### src/rtl/bus_arb4.sv
// Round-robin arbiter for the shared four-source datapath bus.
// Grants one requester at a time, registers its word onto OUT and forces rotation after MAX_HOLD beats.
module bus_arb4 #(
  parameter int unsigned DATA_W   = 32,
  parameter int unsigned MAX_HOLD = 8
) (
  input  logic              CLK,
  input  logic              RST_N,
  input  logic [3:0]        REQ,
  input  logic [3:0]        LAST,
  input  logic [DATA_W-1:0] X0,
  input  logic [DATA_W-1:0] X1,
  input  logic [DATA_W-1:0] X2,
  input  logic [DATA_W-1:0] X3,
  output logic [3:0]        GNT,
  output logic [1:0]        SEL,
  output logic [DATA_W-1:0] OUT,
  output logic              VALID,
  output logic              HOLD_EXP
);

  localparam int unsigned CNT_W = $clog2(MAX_HOLD + 1);

  typedef enum logic {IDLE, OWN} state_t;

  state_t             state_q, state_d;
  logic [1:0]         ptr_q, ptr_d;
  logic [CNT_W-1:0]   cnt_q, cnt_d;
  logic [3:0]         gnt_d;
  logic [1:0]         sel_d;
  logic [DATA_W-1:0]  out_d;
  logic               valid_d;
  logic               hold_d;
  logic               rearb;
  logic [3:0]         elig;
  logic [1:0]         base;
  logic [3:0]         owner_oh;
  logic [2:0]         pick;
  logic [DATA_W-1:0]  xsel;

  // First set bit scanning base+1, base+2, base+3, base; returns {found, index}.
  function automatic logic [2:0] rr_pick(input logic [3:0] req, input logic [1:0] b);
    logic [2:0] r;
    logic [1:0] j;
    r = 3'b000;
    for (int k = 4; k >= 1; k--) begin
      j = b + 2'(k);
      if (req[j]) r = {1'b1, j};
    end
    return r;
  endfunction

  always_comb begin
    case (SEL)
      2'd0:    xsel = X0;
      2'd1:    xsel = X1;
      2'd2:    xsel = X2;
      default: xsel = X3;
    endcase
  end

  assign owner_oh = 4'b0001 << SEL;

  // Next-state and next-output decode.
  always_comb begin
    state_d = state_q;
    ptr_d   = ptr_q;
    cnt_d   = cnt_q;
    gnt_d   = GNT;
    sel_d   = SEL;
    out_d   = OUT;
    valid_d = 1'b0;
    hold_d  = 1'b0;
    rearb   = 1'b0;
    elig    = REQ;
    base    = ptr_q;
    pick    = 3'b000;

    case (state_q)
      IDLE: begin
        rearb = |REQ;
      end
      OWN: begin
        base = SEL;
        // The releasing owner only competes when nobody else is asking.
        if (|(REQ & ~owner_oh)) elig = REQ & ~owner_oh;
        if (!REQ[SEL]) begin
          rearb = 1'b1;
        end else begin
          out_d   = xsel;
          valid_d = 1'b1;
          if (cnt_q == CNT_W'(MAX_HOLD)) begin
            hold_d = 1'b1;
            rearb  = 1'b1;
          end else if (LAST[SEL]) begin
            rearb = 1'b1;
          end else begin
            cnt_d = cnt_q + CNT_W'(1);
          end
        end
      end
      default: state_d = IDLE;
    endcase

    if (rearb) begin
      pick = rr_pick(elig, base);
      if (pick[2]) begin
        state_d = OWN;
        gnt_d   = 4'b0001 << pick[1:0];
        sel_d   = pick[1:0];
        ptr_d   = pick[1:0];
        cnt_d   = CNT_W'(1);
      end else begin
        state_d = IDLE;
        gnt_d   = 4'b0000;
      end
    end
  end

  always_ff @(posedge CLK or negedge RST_N) begin
    if (!RST_N) begin
      state_q  <= IDLE;
      ptr_q    <= 2'd3;
      cnt_q    <= '0;
      GNT      <= 4'b0000;
      SEL      <= 2'd0;
      OUT      <= '0;
      VALID    <= 1'b0;
      HOLD_EXP <= 1'b0;
    end else begin
      state_q  <= state_d;
      ptr_q    <= ptr_d;
      cnt_q    <= cnt_d;
      GNT      <= gnt_d;
      SEL      <= sel_d;
      OUT      <= out_d;
      VALID    <= valid_d;
      HOLD_EXP <= hold_d;
    end
  end

endmodule

### config.mk
export PLATFORM = sky130hd
export DESIGN_NAME = bus_arb4
export DESIGN_NICKNAME = d
export VERILOG_FILES = /design/src/rtl/bus_arb4.sv
export SDC_FILE = /design/constraint.sdc
export NUM_CORES = 1
export LEC_CHECK = 0
export BUFFER_PORTS_ARGS = -buffer_cell sky130_fd_sc_hd__clkbuf_2
export CAP_MARGIN = 25
export CORE_ASPECT_RATIO = 0.5
export CORE_MARGIN = 2
export CORE_UTILIZATION = 44
export DETAILED_ROUTE_END_ITERATION = 10
export GPL_TIMING_DRIVEN = 1
export PLACE_DENSITY = 0.81
export REMOVE_ABC_BUFFERS = 1
export SLEW_MARGIN = 0
export SYNTH_ARGS = -nofsm -noshare
export SYNTH_HDL_FRONTEND = slang
export SYNTH_SLANG_ARGS = --single-unit
### constraint.sdc
create_clock -name CLK -period 2 [get_ports CLK]
set_input_delay 0.1 -clock CLK [delete_from_list [all_inputs] [get_ports CLK]]
set_output_delay 0.1 -clock CLK [all_outputs]
set_load 0.1 [all_outputs]
; ---- Word level (Yosys, flattened, before mapping)
; Index checks and enable logic that the tools add are counted.
[word_totals]
regBits = 47
[op_classes]
eq_ne = 3
reduce_logical = 5
n_bitwise = 3
shifts = 2
muxes = 38
order_cmp = 5
n_addsub = 4
[ops]
columns = op, n
row1 = $pmux 32 s3, 1
row2 = $mux 4, 9
row3 = $lt 2x3->1 const B, 5
row4 = $mux 1, 15
row5 = $mux 3, 5
row6 = $bmux 1 s2, 6
row7 = $reduce_or 4->1, 2
row8 = $shl 1x2->4 const A, 2
row9 = $add 2x2->2 const B, 2
row10 = $add 4x1->4 const B, 1
row11 = $and 4x4->4, 1
row12 = $eq 4x4->1 const B, 1
row13 = $not 4->4, 1
row14 = $reduce_and 2->1, 2
row15 = $add 2x1->2 const B, 1
row16 = $eq 2x1->1 const B, 1
row17 = $eq 2x2->1 const B, 1
row18 = $logic_not 2->1, 1
row19 = $mux 2, 1
row20 = $pmux 1 s2, 1
row21 = $not 1->1, 1

; ---- Depth between registers and ports, before layout
; Gate-level depths: netlist (run 1).
[depth]
word_depth = 15
mapped_depth = 7
depth_no_buf = 6

; ---- Worst setup path before layout (run 1)
; OpenSTA, ideal clock, no wires.
[synth_timing]
path_kind = reg2reg
startpoint = register SEL[0]
endpoint = register OUT[0]
slack_ps = -521
setup_ps = 125
period_less_slack_ps = 2521
path_stages_with_launch = 5
required_ps = 1875
arrival_ps = 2395
path_cell_list = dfrtp_1 buf_2 buf_2 mux4_2 mux2_2
[synth_via]
elab_chain_cells = 3
[synth_lines]
columns = element, line
row1 = from (decl), 16  ; output logic [1:0] SEL,
row2 = from (signal assigned), 135  ; SEL <= sel_d;
row3 = $bmux 1 s2, 87  ; if (!REQ[SEL]) begin
row4 = $mux 1 (not written as such), 87
row5 = $reduce_and 2->1 (no source line), -
row6 = to (signal assigned), 136  ; OUT <= out_d;
row7 = to (decl), 17  ; output logic [DATA_W-1:0] OUT,
; Parallel ways exist; a longest one is shown, timed or not. The select of a mux whose other input is x is not followed.
; A chain may end at the register's enable or synchronous reset.

; ---- Worst setup path after layout (run 1)
[layout_timing]
startpoint = register SEL[0]
endpoint = register SEL[0]
[layout_via]
elab_chain_cells = 14
[layout_lines]
columns = element, line
row1 = $shl 1x2->4, 62  ; assign owner_oh = 4'b0001 << SEL;
row2 = $not 4->4, 86  ; if (|(REQ & ~owner_oh)) elig = REQ & ~owner_oh;
row3 = $and 4x4->4, 86
row4 = $reduce_or 4->1, 86
row5 = $mux 4, 86
row6 = $mux 4, 79  ; case (state_q)
row7 = $bmux 1 s2, 48  ; if (req[j]) r = {1'b1, j};
row8 = $mux 1 (not written as such), 48
row9 = $mux 3 (4 in a row), 48
row10 = $mux 3, 105  ; if (rearb) begin
row11 = $reduce_and 2->1 (no source line), -
; Parallel ways exist; a longest one is shown, timed or not. The select of a mux whose other input is x is not followed.

==> results of run 1 <==
state kept, by name (all words and copies together), names as in the netlist:
| name | cells |
|---|---|
| GNT | 4 |
| HOLD_EXP | 1 |
| OUT | 32 |
| SEL | 2 |
| VALID | 1 |
| cnt_q | 4 |
| ptr_q | 2 |
| state_q | 1 |
through the flow:
step | utilization, % | setup slack [ns] | std cells
2_1_floorplan | - | -2.307 | 196
3_3_place_gp | 60.35 | 0.1544 | 480
3_5_place_dp | 60.35 | 0.07243 | 480
4_1_cts | 62.80 | 0.06006 | 489
5_1_grt | 63.02 | 0.02140 | 489
6_report | 63.02 | 0.1202 | 489
area by class of cell:
class	count	area (um2)	area share, %
Multi-Input combinational cell	142	1663	40.01
Sequential cell	47	1182	28.45
Timing Repair Buffer	193	1018	24.50
Clock buffer	7	142.6	3.432
Tap cell	92	115.1	2.769
Inverter	7	26.28	0.6321
Clock inverter	1	8.758	0.2107
worst min-delay path by stage:
stage                from                  end  slack, ns  cells after the start
floorplan           RST_N   GNT[0]$_DFFE_PN0N_      -0.20                      0
global placement    RST_N  OUT[31]$_DFFE_PN0P_       0.08                      1
detailed placement  RST_N  OUT[31]$_DFFE_PN0P_       0.08                      1
CTS                 X3[5]   OUT[5]$_DFFE_PN0P_       0.26                      3
global route        X2[7]   OUT[7]$_DFFE_PN0P_       0.26                      3
finish              X0[5]   OUT[5]$_DFFE_PN0P_       0.26                      3
critical path, delay by kind of cell, from the launching register on:
| kind | cells | cell delay (ns) |
|---|---|---|
| DFF | 1 | 0.46 |
| and+or+nand+nor | 3 | 0.76 |
| AOI/OAI and AO/OA | 2 | 0.53 |
metal layers:
metal	part of all wire [%]	track usage (%)	routed length, um	vias up
met5	0	0	0	-
met4	1.3	5.882	102	0
met3	4.0	3.832	309	11
met2	53	39.69	4135	73
met1	42	26.78	3263	1308
li1	-	-	-	1203
cells in the final DEF, fill, tap and decap left out, types with 2 or more instances in the layout:
cell                        Yosys  layout
sky130_fd_sc_hd__clkbuf_2       0     176
sky130_fd_sc_hd__dfrtp_1       45      42
sky130_fd_sc_hd__mux2_2        34      34
sky130_fd_sc_hd__mux4_2        33      33
sky130_fd_sc_hd__buf_4          2      14
sky130_fd_sc_hd__o21ai_0        7       7
sky130_fd_sc_hd__a21oi_1        7       7
sky130_fd_sc_hd__inv_1          6       6
sky130_fd_sc_hd__nand2_1        5       5
sky130_fd_sc_hd__mux2i_1        5       5
sky130_fd_sc_hd__clkbuf_16      0       5
sky130_fd_sc_hd__nor3_1         4       4
sky130_fd_sc_hd__nor2_1         4       4
sky130_fd_sc_hd__dfrtp_2        0       3
sky130_fd_sc_hd__nand3_1        3       3
sky130_fd_sc_hd__a21o_1         3       3
sky130_fd_sc_hd__nand3b_1       2       2
sky130_fd_sc_hd__o31ai_2        1       2
sky130_fd_sc_hd__xnor2_1        2       2
sky130_fd_sc_hd__and2_1         2       2
sky130_fd_sc_hd__o21a_1         2       2
sky130_fd_sc_hd__a22oi_1        2       2
sky130_fd_sc_hd__o31ai_1        3       2
sky130_fd_sc_hd__o311ai_0       2       2
sky130_fd_sc_hd__o221ai_1       2       2
sky130_fd_sc_hd__ha_1           2       2
sky130_fd_sc_hd__buf_6          1       2
sky130_fd_sc_hd__dfstp_2        2       2
logic make-up after synthesis:
family                   share of synthesized area [%]
XOR/XNOR                                        0.5928
buffers and inverters                            4.064
adder cells (fa/ha/maj)                         0.8466
AO/OA/AOI/OAI                                    8.382
flip-flops                                       39.88
AND/OR/NAND/NOR                                  6.054
multiplexers                                     40.18
repair_timing:
item / 4_1_cts / 5_1_grt
endpoints found under the setup margin: 0 / 7
resized for setup: 0 / 5
hold endpoints to repair: 15 / 0
hold buffers: 1 / 0
==> out/summary.md, run 1 <==
### Global routing
* **first-pass GRT wire length** 12260 um
* **overall routing resource usage** 21.35%
* **antenna violations before repair** 0
* **global route overflow** 0
* **number of global-route vias before repair** 2540
* **pin count of the biggest net entering global routing** 32

### Final layout
* **number of nets in the finished design** 536
* **filler instances** 532
* **cell area after layout** 4156 um2
* **area delta synth->final** 40.64%
* **Antenna diodes** 0
* **share of final-layout standard cells stronger than drive strength 1** 70.28%

### Logic synthesis
* **share of the yosys chip area belonging to registers** 39.88%
* **top cell type's share of synthesized area** 38.10%
* **most instantiated library cell after synthesis** sky130_fd_sc_hd__dfrtp_1
* **mean instance size in the synthesized netlist** 13.87 um2
* **count of mapped cells out of synthesis** 213
* **library cell occupying the most area in the post-synthesis netlist** sky130_fd_sc_hd__dfrtp_1
* **Most used DFF post-synth** sky130_fd_sc_hd__dfrtp_1
* **largest cells by area after synthesis** sky130_fd_sc_hd__dfrtp_1 38%, sky130_fd_sc_hd__mux4_2 25%, sky130_fd_sc_hd__mux2_2 13%
* **synthesis-stage register bit count** 47
* **Syn Std Cell Area** 2955 um2
* **synth cell count leaders** 45 x sky130_fd_sc_hd__dfrtp_1, 34 x sky130_fd_sc_hd__mux2_2, 33 x sky130_fd_sc_hd__mux4_2
* **number of distinct library cell variants in the gate-level netlist after synthesis** 44
* **number of enable flip-flop cells after synthesis** 0
* **async set-or-reset flop fraction in the synthesized netlist** 100.0%
* **synth warn** 0

### STA
* **share of the clock period used by the worst path after layout** 93.99%
* **Clock Skews** 0.004914 ns
* **Final Hold Vio Count** 0
* **transition time at the pin with the least slew margin** 0.5623 ns
* **total negative slack for setup checks** 0 ns
* **final-layout worst hold slack** 0.2564 ns
* **RSZ-0062 raised after global routing** false
* **post-layout minimum cycle time** 1.880 ns
* **final-report setup violation count** 0
* **final slew viol count** 0
* **Max Clk Rate** 532.0 MHz
* **Slew Limit Headroom** 62.67%

### Worst setup path
* **required arrival time at the worst endpoint** 2.15 ns
* **arrival time reported for the critical path endpoint** 2.03 ns
* **critical path launch point** SEL[0]$_DFFE_PN0P_
* **CP Cell Sequence** nand3b_1 -> o21ai_0 -> nand4_1 -> nand2b_2 -> a21oi_1
* **Register-to-Register Path Depth** 5
* **worst reg2reg endpoint** SEL[0]$_DFFE_PN0P_
* **Setup crit end** SEL[0]$_DFFE_PN0P_
* **slowest cell on the critical path** sky130_fd_sc_hd__dfrtp_2
* **Crit. End Element** flop
* **Setup crit start kind** flop
* **Worst Path Max Fanout** 8
* **Max stage delay on crit path** 0.46 ns
* **kind of critical path** reg2reg
* **flop2flop setup slack** 0.12 ns
* **reg-to-reg critical path startpoint** SEL[0]$_DFFE_PN0P_

### Detailed routing
* **number of violations reported at the end of detailed-routing iteration 0** 131
* **Routed wire per std cell** 15.97 um
* **Total Wirelength** 7811 um
* **number of nets with antenna violations after routing** 0
* **number of detailed-routing iterations run before antenna repair** 4
* **DRC violations left** 0
* **vias** 2595
* **number of vias per cell** 5.307

### Placement
* **port bufs** 177
* **Placer Congestion** 0.9466
* **DP HPWL** 6247 um
* **post-placement cell area** 3980 um2

### Clocking
* **number of CTS-inserted buffers** 5
* **Post CTS Setup Buffer Count** 0
* **clock tree sinks** 47
* **clock tree from TritonCTS** done
* **clock-pin slew on the worst setup and hold paths** 0.06 ns
* **maximum root-to-sink buffer count** 2
* **cell at the root of the clock tree** sky130_fd_sc_hd__clkbuf_16
* **clock latency at the later pin of the worst-skew pair** 0.29 ns
* **maximum level of the CTS H-tree** 2

### Job
* **number of max-cap violations** 0

### Floorplanning
* **placeable core area** 6595 um2
* **effective utilization at floorplan** 44.81%
* **vertical extent of the die** 61.95 um
* **Placement Rows** 21
* **die boundary width** 119.9 um
* **I/O pins** 178
* **area enclosed by the die boundary** 7428 um2

### Status
* **outcome** completed

### Min path
* **class of the worst hold path** in2reg

Power of run 1 is left out: the tool's default activity adds up to more than one toggle a clock period on the data nets, which glitch-free logic cannot reach.
==> run 2, diff against run 1 <==
--- a/config.mk
+++ b/config.mk
@@ -5,11 +5,12 @@
 export SDC_FILE = /design/constraint.sdc
 export NUM_CORES = 1
 export LEC_CHECK = 0
+export ABC_AREA = 1
 export BUFFER_PORTS_ARGS = -buffer_cell sky130_fd_sc_hd__clkbuf_2
 export CAP_MARGIN = 25
 export CORE_ASPECT_RATIO = 0.5
 export CORE_MARGIN = 2
-export CORE_UTILIZATION = 44
+export CORE_UTILIZATION = 43
 export DETAILED_ROUTE_END_ITERATION = 10
 export GPL_TIMING_DRIVEN = 1
 export PLACE_DENSITY = 0.81
==> out/summary.md, run 2 <==
### Status
* **outcome** completed, unchanged

### Logic synthesis
* **share of the yosys chip area belonging to registers** 41.37%, was 39.88%
* **Most used DFF post-synth** sky130_fd_sc_hd__dfrtp_1, unchanged
* **Syn Std Cell Area** 2849 um2, was 2955 um2
* **synth cell count leaders** 179 x sky130_fd_sc_hd__nand2_1, 49 x sky130_fd_sc_hd__nand3_1, 45 x sky130_fd_sc_hd__dfrtp_1, was 45 x sky130_fd_sc_hd__dfrtp_1, 34 x sky130_fd_sc_hd__mux2_2, 33 x sky130_fd_sc_hd__mux4_2
* **count of mapped cells out of synthesis** 420, was 213
* **most instantiated library cell after synthesis** sky130_fd_sc_hd__nand2_1, was sky130_fd_sc_hd__dfrtp_1
* **number of enable flip-flop cells after synthesis** 0, unchanged
* **number of distinct library cell variants in the gate-level netlist after synthesis** 26, was 44
* **synth warn** 0, unchanged
* **async set-or-reset flop fraction in the synthesized netlist** 100.0%, unchanged
* **largest cells by area after synthesis** sky130_fd_sc_hd__dfrtp_1 40%, sky130_fd_sc_hd__nand2_1 24%, sky130_fd_sc_hd__nand3_1 8.6%, was sky130_fd_sc_hd__dfrtp_1 38%, sky130_fd_sc_hd__mux4_2 25%, sky130_fd_sc_hd__mux2_2 13%
* **library cell occupying the most area in the post-synthesis netlist** sky130_fd_sc_hd__dfrtp_1, unchanged
* **top cell type's share of synthesized area** 39.53%, was 38.10%
* **mean instance size in the synthesized netlist** 6.783 um2, was 13.87 um2
* **synthesis-stage register bit count** 47, unchanged

### STA
* **final-layout worst hold slack** 0.1065 ns, was 0.2564 ns
* **final slew viol count** 0, unchanged
* **post-layout minimum cycle time** 1.863 ns, was 1.880 ns
* **Slew Limit Headroom** 61.09%, was 62.67%
* **Final Hold Vio Count** 0, unchanged
* **final-report setup violation count** 0, unchanged
* **Clock Skews** 0.003104 ns, was 0.004914 ns
* **Max Clk Rate** 536.9 MHz, was 532.0 MHz
* **transition time at the pin with the least slew margin** 0.5837 ns, was 0.5623 ns
* **share of the clock period used by the worst path after layout** 93.13%, was 93.99%
* **total negative slack for setup checks** 0 ns, unchanged
* **RSZ-0062 raised after global routing** true, was false

### Worst setup path
* **required arrival time at the worst endpoint** 2.20 ns, was 2.15 ns
* **arrival time reported for the critical path endpoint** 2.07 ns, was 2.03 ns
* **Max stage delay on crit path** 0.44 ns, was 0.46 ns
* **CP Cell Sequence** buf_4 -> nand2_4 -> inv_2 -> a22oi_1 -> nand3_1 -> nor2_4 -> nand2_2 -> nand2_4 -> nor2_4 -> buf_4 -> nor2_1, was nand3b_1 -> o21ai_0 -> nand4_1 -> nand2b_2 -> a21oi_1
* **critical path launch point** SEL[0]$_DFFE_PN0P_, unchanged
* **slowest cell on the critical path** sky130_fd_sc_hd__dfrtp_2, unchanged
* **kind of critical path** reg2reg, unchanged
* **Setup crit start kind** flop, unchanged
* **Crit. End Element** flop, unchanged
* **buffers and inverters on the worst path** 3, was 0
* **Worst Path Max Fanout** 8, unchanged
* **CP delay by family, top** simple AND/OR/NAND/NOR gates, unchanged
* **reg-to-reg critical path startpoint** SEL[0]$_DFFE_PN0P_, unchanged

### Final layout
* **most frequent standard cell in the layout excluding fill and tap cells** sky130_fd_sc_hd__clkbuf_2, unchanged
* **share of final-layout standard cells stronger than drive strength 1** 39.50%, was 70.28%
* **cell area after layout** 4096 um2, was 4156 um2
* **most flop-heavy register** OUT, unchanged
* **filler instances** 593, was 532
* **Antenna diodes** 0, unchanged
* **number of nets in the finished design** 739, was 536
* **area delta synth->final** 43.79%, was 40.64%
* **Top Registers** OUT x32, GNT x4, cnt_q x4, unchanged
* **max FFs per register** 32, unchanged
* **commonest cells after routing, fill and taps aside** 177 x sky130_fd_sc_hd__clkbuf_2, 172 x sky130_fd_sc_hd__nand2_1, 48 x sky130_fd_sc_hd__nand3_1, was 176 x sky130_fd_sc_hd__clkbuf_2, 42 x sky130_fd_sc_hd__dfrtp_1, 34 x sky130_fd_sc_hd__mux2_2

### Min path
* **class of the worst hold path** in2reg, unchanged
* **worst hold start** X3[5], was X0[5]

### Detailed routing
* **number of violations reported at the end of detailed-routing iteration 0** 191, was 131
* **Total Wirelength** 8561 um, was 7811 um
* **number of vias per cell** 4.922, was 5.307
* **vias** 3386, was 2595
* **DRC violations left** 0, unchanged
* **number of detailed-routing iterations run before antenna repair** 5, was 4
* **Routed wire per std cell** 12.44 um, was 15.97 um
* **number of nets with antenna violations after routing** 0, unchanged

### Placement
* **port bufs** 177, unchanged
* **post-placement cell area** 3821 um2, was 3980 um2
* **DP HPWL** 6429 um, was 6247 um
* **Placer Congestion** 0.8837, was 0.9466

### Clocking
* **clock-pin slew on the worst setup and hold paths** 0.06 ns, about the same
* **clock tree sinks** 47, unchanged
* **cell at the root of the clock tree** sky130_fd_sc_hd__clkbuf_16, unchanged
* **number of CTS-inserted buffers** 5, unchanged
* **maximum level of the CTS H-tree** 2, unchanged
* **clock tree from TritonCTS** done, unchanged
* **clock latency at the later pin of the worst-skew pair** 0.28 ns, was 0.29 ns
* **maximum root-to-sink buffer count** 2, unchanged

### Global routing
* **number of global-route vias before repair** 3155, was 2540
* **global route overflow** 0, unchanged
* **pin count of the biggest net entering global routing** 67, was 32
* **antenna violations before repair** 0, unchanged
* **first-pass GRT wire length** 13850 um, was 12260 um
* **overall routing resource usage** 23.43%, was 21.35%

### Floorplanning
* **area enclosed by the die boundary** 7332 um2, was 7428 um2
* **Placement Rows** 20, was 21
* **effective utilization at floorplan** 45.72%, was 44.81%
* **I/O pins** 178, unchanged
* **die boundary width** 119.1 um, was 119.9 um
* **vertical extent of the die** 61.56 um, was 61.95 um
* **placeable core area** 6231 um2, was 6595 um2

### Job
* **number of max-cap violations** 0, unchanged

[run 2: cell types whose count changed after synthesis, sizes merged, moves of 4 or more]
cell | before | now
a21oi | 7 | 32
buf | 15 | 4
mux4 | 33 | 0
inv | 6 | 20
clkbuf | 2 | 15
nor2 | 5 | 12
nor3 | 4 | 0
nand3 | 3 | 50
mux2i | 5 | 0
nand2 | 5 | 186
mux2 | 35 | 0
o21ai | 7 | 41
o31ai | 4 | 0
[run 2: repair_timing]
item	CTS	global route
setup buffers	0	6
gates resized for setup	0	21
hold buffers	1	0
setup endpoints to repair	0	42
hold endpoints to repair	45	0
[run 2: cells by family (layout without fill, tap and decap cells)]
| logic type | after synthesis | count (layout) | synth area share (%) |
|---|---|---|---|
| AO/OA/AOI/OAI | 76 | 76 | 13.83 |
| XOR/XNOR | 3 | 3 | 1.186 |
| adder cells (fa/ha/maj) | 2 | 2 | 0.8782 |
| buffers and inverters | 39 | 219 | 5.402 |
| flip-flops | 47 | 47 | 41.37 |
| AND/OR/NAND/NOR | 253 | 253 | 37.33 |
[run 2: worst paths after layout]
check | endpoint | slack, ns | cells after the start
min reg2reg | ptr_q[1]$_DFFE_PN1P_ | 0.48 | 2
max | cnt_q[2]$_DFF_PN0_ | 0.14 | 11
min | OUT[5]$_DFFE_PN0P_ | 0.11 | 3
max in group asynchronous | SEL[1]$_DFFE_PN0P_ | 1.14 | 3
min in group asynchronous | HOLD_EXP$_DFF_PN0_ | 0.43 | 3
max reg2reg | cnt_q[2]$_DFF_PN0_ | 0.14 | 11
[run 2: metrics by stage]
stage | setup WS [ns] | util (%) | cells
4_1_cts | 0.07805 | 63.98 | 682
2_1_floorplan | -0.7849 | - | 401
3_5_place_dp | 0.09604 | 61.33 | 673
5_1_grt | -0.03923 | 65.74 | 688
6_report | 0.1375 | 65.74 | 688
3_3_place_gp | 0.1093 | 61.33 | 673
[run 2: per-layer routing]
metal	routed length, um	share of wire, %	global-route usage, %
met5	0	0	0
met4	130	1.5	7.483
met2	4464	52	45.16
met3	420	4.9	5.185
met1	3546	41	27.11
[run 2: worst register-to-register path, delay by kind of cell (launching register included)]
family          cells  cell delay [ns]
simple gates        7             0.85
flops               1             0.44
buf+inv             3             0.33
compound gates      1             0.16
[run 2: final cells by class]
type	instances	area, um2	share of cell area [%]
Clock buffer	6	138.9	3.390
Tap cell	88	110.1	2.688
Timing Repair Buffer	191	997.2	24.34
Multi-Input combinational cell	334	1569	38.30
Sequential cell	47	1182	28.86
Clock inverter	2	16.27	0.3971
Inverter	20	82.58	2.016
Power of run 2 is left out for the same reason.
==> run 3, diff against run 2 <==
--- a/config.mk
+++ b/config.mk
@@ -9,12 +9,14 @@
 export BUFFER_PORTS_ARGS = -buffer_cell sky130_fd_sc_hd__clkbuf_2
 export CAP_MARGIN = 25
 export CORE_ASPECT_RATIO = 0.5
-export CORE_MARGIN = 2
-export CORE_UTILIZATION = 43
+export CORE_MARGIN = 5
+export CORE_UTILIZATION = 44
+export CTS_BUF_LIST = sky130_fd_sc_hd__clkbuf_8
 export DETAILED_ROUTE_END_ITERATION = 10
 export GPL_TIMING_DRIVEN = 1
-export PLACE_DENSITY = 0.81
+export PLACE_DENSITY = 0.82
 export REMOVE_ABC_BUFFERS = 1
+export SKIP_LAST_GASP = 1
 export SLEW_MARGIN = 0
 export SYNTH_ARGS = -nofsm -noshare
 export SYNTH_HDL_FRONTEND = slang
==> out/summary.md, run 3 (synthesis gave the netlist of run 2 again) <==
### Status
* **outcome** completed, unchanged

### Worst setup path
* **arrival time reported for the critical path endpoint** 2.07 ns, about the same
* **flop2flop setup slack** 0.12 ns, was 0.14 ns
* **Crit. End Element** flop, unchanged
* **Setup crit start kind** flop, unchanged
* **kind of critical path** reg2reg, unchanged
* **Worst Path Max Fanout** 5, was 8
* **required arrival time at the worst endpoint** 2.18 ns, was 2.20 ns
* **Register-to-Register Path Depth** 14, was 11

### Final layout
* **non-filler instance count after layout** 684, was 688
* **most frequent standard cell in the layout excluding fill and tap cells** sky130_fd_sc_hd__clkbuf_2, unchanged
* **area delta synth->final** 41.72%, was 43.79%
* **Antenna diodes** 0, unchanged
* **number of nets in the finished design** 735, was 739
* **share of final-layout standard cells stronger than drive strength 1** 39.60%, was 39.50%
* **most flop-heavy register** OUT, unchanged
* **max FFs per register** 32, unchanged
* **share of the core filled with cells** 65.32%, was 65.74%
* **commonest cells after routing, fill and taps aside** 177 x sky130_fd_sc_hd__clkbuf_2, 170 x sky130_fd_sc_hd__nand2_1, 47 x sky130_fd_sc_hd__nand3_1, was 177 x sky130_fd_sc_hd__clkbuf_2, 172 x sky130_fd_sc_hd__nand2_1, 48 x sky130_fd_sc_hd__nand3_1
* **Top Registers** OUT x32, GNT x4, cnt_q x4, unchanged

### Placement
* **total instance count after detailed placement** 673, unchanged
* **port bufs** 177, unchanged
* **Placer Congestion** 0.8422, was 0.8837
* **DP HPWL** 6775 um, was 6429 um

### STA
* **share of the clock period used by the worst path after layout** 94.13%, was 93.13%
* **Clock Skews** 0.004638 ns, was 0.003104 ns
* **Slew Limit Headroom** 58.66%, was 61.09%
* **Final Hold Vio Count** 0, unchanged
* **RSZ-0062 raised after global routing** true, unchanged
* **post-layout minimum cycle time** 1.883 ns, was 1.863 ns
* **final slew viol count** 0, unchanged
* **Max Clk Rate** 531.2 MHz, was 536.9 MHz
* **final-report setup violation count** 0, unchanged
* **transition time at the pin with the least slew margin** 0.6201 ns, was 0.5837 ns

### Min path
* **number of stages on the worst hold path** 3, unchanged
* **class of the worst hold path** in2reg, unchanged

### Global routing
* **first-pass GRT wire length** 14130 um, was 13850 um
* **overall routing resource usage** 21.23%, was 23.43%
* **number of global-route vias before repair** 3186, was 3155
* **pin count of the biggest net entering global routing** 67, unchanged
* **antenna violations before repair** 0, unchanged
* **global route overflow** 0, unchanged

### Detailed routing
* **number of vias per cell** 4.864, was 4.922
* **Total Wirelength** 8655 um, was 8561 um
* **vias** 3327, was 3386
* **Routed wire per std cell** 12.65 um, was 12.44 um
* **DRC violations left** 0, unchanged
* **number of detailed-routing iterations run before antenna repair** 4, was 5
* **number of violations reported at the end of detailed-routing iteration 0** 209, was 191
* **number of nets with antenna violations after routing** 0, unchanged

### Floorplanning
* **I/O pins** 178, unchanged
* **area enclosed by the die boundary** 8282 um2, was 7332 um2
* **Placement Rows** 20, unchanged
* **placeable core area** 6181 um2, was 6231 um2
* **effective utilization at floorplan** 46.09%, was 45.72%
* **die boundary width** 123.8 um, was 119.1 um
* **vertical extent of the die** 66.90 um, was 61.56 um

### Clocking
* **clock latency at the later pin of the worst-skew pair** 0.29 ns, was 0.28 ns
* **maximum root-to-sink buffer count** 2, unchanged
* **number of CTS-inserted buffers** 5, unchanged
* **clock tree sinks** 47, unchanged
* **cell at the root of the clock tree** sky130_fd_sc_hd__clkbuf_8, was sky130_fd_sc_hd__clkbuf_16
* **maximum level of the CTS H-tree** 2, unchanged
* **clock tree from TritonCTS** done, unchanged
* **clock-pin slew on the worst setup and hold paths** 0.09 ns, was 0.06 ns

### Job
* **number of max-cap violations** 0, unchanged

-- run 3: cell count changes in the layout (fill, tap and decap cells not counted), moves of 2 or more --
cell / delta
sky130_fd_sc_hd__clkbuf_8: +4
sky130_fd_sc_hd__clkbuf_16: -5
sky130_fd_sc_hd__nand2_1: -2
sky130_fd_sc_hd__buf_4: -5
-- run 3: layout make-up --
| type | count | area (um2) |
|---|---|---|
| sequential | 47 | 1181 |
| clock inverter | 3 | 20.02 |
| timing repair buffer | 187 | 979.7 |
| inverter | 20 | 80.08 |
| fill | 584 | 2143 |
| multi-input combinational | 334 | 1598 |
| tap | 88 | 110.1 |
| clock buffer | 5 | 68.82 |
-- run 3: stage by stage --
step	hold WS (ns)	instance area, um2	setup slack, ns	TNS [ns]
after floorplan	-0.1956	2773	-0.7849	-21.34
after global placement	0.1354	3834	0.1787	0
after detailed placement	0.1450	3834	0.1314	0
after CTS	0.08535	3933	0.1088	0
after global routing	0.09743	4038	-0.06607	-0.1950
final	0.09330	4038	0.1173	0
-- run 3: timing repair --
item | CTS | global route
resized for setup | 0 | 25
hold endpoints to repair | 23 | 0
endpoints found under the setup margin | 0 | 41
setup buffers | 0 | 2
hold buffers | 1 | 0
-- run 3: worst paths after layout --
path / start / endpoint
max in group asynchronous: RST_N / ptr_q[1]$_DFFE_PN1P_
setup / recovery: SEL[1]$_DFFE_PN0P_ / SEL[0]$_DFFE_PN0P_
hold / removal: X3[7] / OUT[7]$_DFFE_PN0P_
hold reg to reg: ptr_q[1]$_DFFE_PN1P_ / ptr_q[1]$_DFFE_PN1P_
min in group asynchronous: RST_N / OUT[0]$_DFFE_PN0P_
setup reg to reg: SEL[1]$_DFFE_PN0P_ / SEL[0]$_DFFE_PN0P_
-- run 3: worst max-delay path: stages, from the launching register on --
cell                      delay [ns]
sky130_fd_sc_hd__dfrtp_1        0.44
sky130_fd_sc_hd__inv_2          0.13
sky130_fd_sc_hd__nand2_4        0.08
sky130_fd_sc_hd__nand2_1        0.08
sky130_fd_sc_hd__nand2_2        0.10
sky130_fd_sc_hd__o21ai_2        0.19
sky130_fd_sc_hd__nand3_2        0.11
sky130_fd_sc_hd__nand2_2        0.08
sky130_fd_sc_hd__nand2_1        0.06
sky130_fd_sc_hd__nand2_1        0.07
sky130_fd_sc_hd__inv_1          0.04
sky130_fd_sc_hd__nand2_2        0.07
sky130_fd_sc_hd__nand3_2        0.10
sky130_fd_sc_hd__nand3_1        0.13
sky130_fd_sc_hd__o21ai_1        0.08
-- run 3: metal layers --
metal	up-vias	track usage (%)	routed length (um)
li1	1715	-	-
met1	1485	25.08	3516
met2	112	39.41	4526
met3	15	4.580	453
met4	0	5.103	158
met5	-	0	0
Power of run 3 is left out for the same reason.
